==> src/rtl/pattern_pkg.sv <==
// Shared state type and window-count helpers
// for the streaming pattern counter.
package pattern_pkg;

  typedef enum logic [1:0] {
    IDLE,
    RUN,
    DONE
  } pc_state_t;

  function automatic int win_in_byte(input int pat_w);
    return 9 - pat_w;
  endfunction

  function automatic int total_win(input int n, input int p);
    return 8 * n - p + 1;
  endfunction

endpackage

==> src/rtl/byte_match_unit.sv <==
// Combinational per-byte match counter: in-byte windows
// and stream windows that end inside the current byte.
module byte_match_unit #(
  parameter int PAT_W = 4,
  localparam int TAIL_W = (PAT_W > 1) ? PAT_W - 1 : 1
) (
  input  logic [PAT_W-1:0]  pat,
  input  logic [TAIL_W-1:0] tail,
  input  logic [7:0]        byte_val,
  input  logic              first,
  output logic [3:0]        n_in,
  output logic [3:0]        n_str,
  output logic              hit
);
  import pattern_pkg::*;

  localparam int WIB = win_in_byte(PAT_W);

  always_comb begin
    n_in = '0;
    for (int k = 0; k < WIB; k++)
      if (byte_val[k +: PAT_W] == pat)
        n_in = n_in + 4'd1;
  end

  assign hit = |n_in;

  generate
    if (PAT_W == 1) begin : g_no_tail
      logic unused_tail;
      assign unused_tail = ^{tail, first};
      assign n_str = n_in;
    end else begin : g_tail
      logic [TAIL_W+7:0] ext;
      logic [3:0]        n_cross;

      assign ext = {tail, byte_val};

      // windows whose LSB lies in the current byte
      always_comb begin
        n_cross = '0;
        for (int k = 0; k < 8; k++)
          if (ext[k +: PAT_W] == pat)
            n_cross = n_cross + 4'd1;
      end

      assign n_str = first ? n_in : n_cross;
    end
  endgenerate

endmodule

==> src/rtl/pattern_count_stream.sv <==
// Streaming pattern counter: FSM, byte index,
// tail register and the three match accumulators.
module pattern_count_stream #(
  parameter int PAT_W  = 4,
  parameter int NBYTES = 8,
  parameter int CNT_W  = 8
) (
  input  logic             clk,
  input  logic             reset,
  input  logic             start,
  input  logic [PAT_W-1:0] pat,
  input  logic             in_valid,
  output logic             in_ready,
  input  logic [7:0]       in_byte,
  output logic [CNT_W-1:0] ctb,
  output logic [CNT_W-1:0] cts,
  output logic [CNT_W-1:0] cto,
  output logic             done
);
  import pattern_pkg::*;

  localparam int TAIL_W = (PAT_W > 1) ? PAT_W - 1 : 1;
  localparam int IDX_W  = (NBYTES > 1) ? $clog2(NBYTES) : 1;
  localparam logic [IDX_W-1:0] LAST = IDX_W'(NBYTES - 1);

  pc_state_t         state;
  pc_state_t         state_nxt;
  logic [PAT_W-1:0]  pat_q;
  logic [IDX_W-1:0]  idx;
  logic [TAIL_W-1:0] tail_q;
  logic              accept;
  logic              last;
  logic              first;
  logic [3:0]        n_in;
  logic [3:0]        n_str;
  logic              hit;

  assign in_ready = (state == RUN);
  assign accept   = in_valid & in_ready;
  assign last     = (idx == LAST);
  assign first    = (idx == '0);
  assign done     = (state == DONE);

  byte_match_unit #(
    .PAT_W (PAT_W)
  ) u_match (
    .pat      (pat_q),
    .tail     (tail_q),
    .byte_val (in_byte),
    .first    (first),
    .n_in     (n_in),
    .n_str    (n_str),
    .hit      (hit)
  );

  always_ff @(posedge clk) begin
    if (reset)
      state <= IDLE;
    else
      state <= state_nxt;
  end

  always_comb begin
    state_nxt = state;
    unique case (state)
      IDLE:    if (start) state_nxt = RUN;
      RUN:     if (!start && accept && last)
                 state_nxt = DONE;
      DONE:    if (start) state_nxt = RUN;
      default: state_nxt = IDLE;
    endcase
  end

  // start wins over a same-cycle accept
  always_ff @(posedge clk) begin
    if (reset) begin
      pat_q  <= '0;
      idx    <= '0;
      tail_q <= '0;
      ctb    <= '0;
      cts    <= '0;
      cto    <= '0;
    end else if (start) begin
      pat_q  <= pat;
      idx    <= '0;
      tail_q <= '0;
      ctb    <= '0;
      cts    <= '0;
      cto    <= '0;
    end else if (accept) begin
      idx    <= last ? '0 : idx + IDX_W'(1);
      tail_q <= in_byte[TAIL_W-1:0];
      ctb    <= ctb + CNT_W'(n_in);
      cts    <= cts + CNT_W'(n_str);
      cto    <= cto + CNT_W'(hit);
    end
  end

endmodule

==> config.mk <==
export PLATFORM = sky130hd
export DESIGN_NAME = pattern_count_stream
export DESIGN_NICKNAME = d
export VERILOG_FILES = /design/src/rtl/pattern_pkg.sv /design/src/rtl/byte_match_unit.sv /design/src/rtl/pattern_count_stream.sv
export SDC_FILE = /design/constraint.sdc
export NUM_CORES = 1
export LEC_CHECK = 0
export ABC_AREA = 1
export CAP_MARGIN = 20
export CORE_UTILIZATION = 55
export DETAILED_ROUTE_END_ITERATION = 6
export DONT_BUFFER_PORTS = 1
export PLACE_DENSITY = 0.7
export SETUP_SLACK_MARGIN = 0.15
export SKIP_LAST_GASP = 1
export SYNTH_ARGS = -nofsm -noshare
export SYNTH_HDL_FRONTEND = slang
export SYNTH_SLANG_ARGS = --single-unit
export TNS_END_PERCENT = 30
==> constraint.sdc <==
create_clock -name clk -period 12.03 [get_ports clk]
set_input_delay 2.406 -clock clk [delete_from_list [all_inputs] [get_ports clk]]
set_output_delay 2.406 -clock clk [all_outputs]
set_load 0.05 [all_outputs]
==> key figures <==
Outcome
  • Status: finished, final reports clean

Die
  • Die height: 75.5 um
  • Starting Density: 0.578
  • Rows: 26
  • I/O Pins: 42
  • Core area: 0.00514 mm2
  • Die area: 0.00570 mm2
  • Die X: 75.5 um

GRT
  • Global-route wire length before repair: 9640 um
  • Largest net degree at the start of global routing: 26
  • Tot GR Track Use: 0.214
  • Initial antenna violation count: 0
  • Vias in the first global route: 2,314
  • GRT overflow: 0

Cells and area
  • N_diodes: 0
  • Fin nets: 497
  • Fin util: 0.602
  • Area delta synth->final: 4.09%
  • Share of cells above drive strength 1: 0.115

Clocking
  • Clock transition at path regs: 0.07 ns
  • Post-CTS Hold Buffers: 0
  • Max clock buf depth: 2
  • Max H-tree Level: 2
  • Post-CTS resize count: 0
  • Clk root buf: clkbuf_8
  • CTS tree: built
  • Setup Buffers After CTS: 0
  • CTS buffer count: 5
  • Worst-Skew Late Latency: 0.28 ns
  • Clk sinks: 36

STA
  • Final hold vios: 0
  • Crit share post-route: 0.570
  • Period minus WS final: 6.85 ns
  • Max Clk Rate: 146 MHz
  • Final setup vio count: 0
  • Slew of the pin with the lowest slew margin: 0.970 ns
  • Setup tns final: 0 ns
  • Clock Skews: 0.00394 ns
  • Slew headroom: 0.351
  • Pins Over Slew Limit: 0
  • RSZ-0062 raised after global routing: no

Placement
  • GP Congestion: 0.830
  • Buffers on Ports: 0
  • Post-DP HPWL: 4570 um

Worst setup path
  • Slowest CP cell: ha_1
  • Startpoint Class: primary input
  • Crit end category: flip-flop
  • Crit-path max FO: 6
  • Crit path top cell by count: nand2_1
  • Critical path arrival: 7.02 ns
  • FF-to-FF path depth: 32
  • WS Path Type: in2reg
  • Crit-path max cell delay: 0.32 ns
  • Critical Path RT: 12.20 ns

Detailed routing
  • Antenna viol nets, final: 0
  • Highest metal used: met4
  • TritonRoute pass-1 iters: 5
  • # DRC: 0
  • Drt wl/cell: 11.1 um
  • Wl on met1: 2860 um
  • Vias: 2,665
  • Metal2 WL: 2690 um
  • Initial DRC Count: 103
  • WL final: 5860 um
  • Metal3 WL: 281 um
  • Avg Vias per Cell: 5.04

Logic synthesis
  • Synth area leader: dfxtp_1
  • Register area share after synthesis: 0.243
  • Cells after Synth: 460
  • Post-Syn Area: 0.00297 mm2
  • Syn Nets: 499
  • Unique masters post-synth: 37
  • Top post-synthesis cells by area: dfxtp_1 24%, nand2_1 13%, ha_1 9.3%, inv_1 8.3%, nor2_1 6.2%
  • Syn_area_per_cell: 6.46 um2
  • Post-synth top cells: 104 x nand2_1, 66 x inv_1, 49 x nor2_1, 36 x dfxtp_1, 26 x a21oi_1
  • Top_reg_cell synth: dfxtp_1
  • Top cell type's share of synthesized area: 0.243
  • Count leader, synth: nand2_1
  • Synth Warn #: 0
  • EDFF count, synth: 0
  • Synth async-reset ratio: 0
  • Synthesis-stage register bit count: 36

Pwr
  • Switch Pwr: 0.0953 mW
  • Power Dens Cells: 91.0 mW/mm2
  • Logic gate share of total power: 0.242
  • Clock power share: 0.297
  • VDD IR max: 0.0955 mV
  • Net Sw Frac: 0.339
  • Int Pwr: 0.186 mW
  • Leak Pwr: 1.53 nW
  • Seq pwr share: 0.461

Hold path
  • Hold depth: 2
  • Hold Path Class: reg2reg

Flow run
  • Max cap viols: 0
-- worst paths after layout --
kind | startpoint | to | slack (ns)
min reg2reg | idx[2] | idx[2] | 0.48
max reg2reg | pat_q[1] | cts[7] | 6.68
min | idx[2] | idx[2] | 0.48
max | in_byte[0] | cts[7] | 5.18
-- flip-flops by register name, summed over array words and instances, names as in the netlist --
register	cells
state	2
ctb	8
pat_q	4
tail_q	3
idx	3
cts	8
cto	8
-- cell type report --
class	instances	area [um2]
fill	504	2050
multi-input combinational	341	1910
sequential	36	721
inverter	73	277
tap	70	87.6
clock buffer	5	68.8
clock inverter	3	18.8
timing repair buffer	1	7.51
-- per-stage QoR --
step           area, um2  hold slack (ns)  power (mW)  instances  setup WS [ns]
2_1_floorplan       2970            0.447       0.190        460           5.30
3_3_place_gp        3000            0.457       0.199        521           5.01
3_5_place_dp        3000            0.472       0.201        521           4.85
4_1_cts             3090            0.482       0.284        529           5.17
5_1_grt             3090            0.520       0.299        529           4.72
6_report            3090            0.484       0.281        529           5.18
-- layout by cell type, fill, tap and decap left out, drive strengths merged --
master / synthesis / layout
a211oi: 7 / 7
a21oi: 26 / 26
a221oi: 1 / 1
a31oi: 2 / 2
buf: 6 / 1
clkbuf: 4 / 5
clkinv: 0 / 3
dfxtp: 36 / 36
fa: 1 / 1
ha: 22 / 22
inv: 73 / 73
nand2: 128 / 128
nand3: 29 / 29
nand3b: 2 / 2
nand4: 1 / 1
nor2: 53 / 53
nor3: 11 / 11
nor3b: 2 / 2
o211ai: 1 / 1
o21a: 1 / 1
o21ai: 28 / 28
o21bai: 3 / 3
or2: 2 / 2
xnor2: 9 / 9
xor2: 12 / 12
-- kinds of logic (layout without fill, tap and decap cells) --
group / after synthesis / in the layout / synth area share
xor gates and xnor gates: 21 / 21 / 0.0619
adders and majority gates: 23 / 23 / 0.0994
DFF: 36 / 36 / 0.243
buffers and inverters: 83 / 82 / 0.114
AOI/OAI and AO/OA: 69 / 69 / 0.131
and+or+nand+nor: 228 / 228 / 0.351
-- power groups by stage --
stage / Combinational [mW] / Sequential, mW / Clock (mW)
2_1_floorplan: 0.0604 / 0.129 / 0
3_3_place_gp: 0.0666 / 0.133 / 0
3_5_place_dp: 0.0680 / 0.133 / 0
4_1_cts: 0.0683 / 0.130 / 0.0861
5_1_grt: 0.0783 / 0.130 / 0.0908
6_report: 0.0681 / 0.130 / 0.0836
-- critical path: cells and delay by family --
family	cells	cell delay [ns]
compound gates	5	0.84
xor+xnor	1	0.16
fa+ha+maj	6	1.71
buf+inv	3	0.18
simple gates	19	1.72
-- metal layers --
| metal | global-route usage | vias up |
|---|---|---|
| met4 | 0.0247 | 0 |
| met1 | 0.281 | 1163 |
| met3 | 0.0489 | 5 |
| met2 | 0.370 | 48 |
| li1 | - | 1449 |
| met5 | 0 | - |
Power figures use the tool's default switching activity.
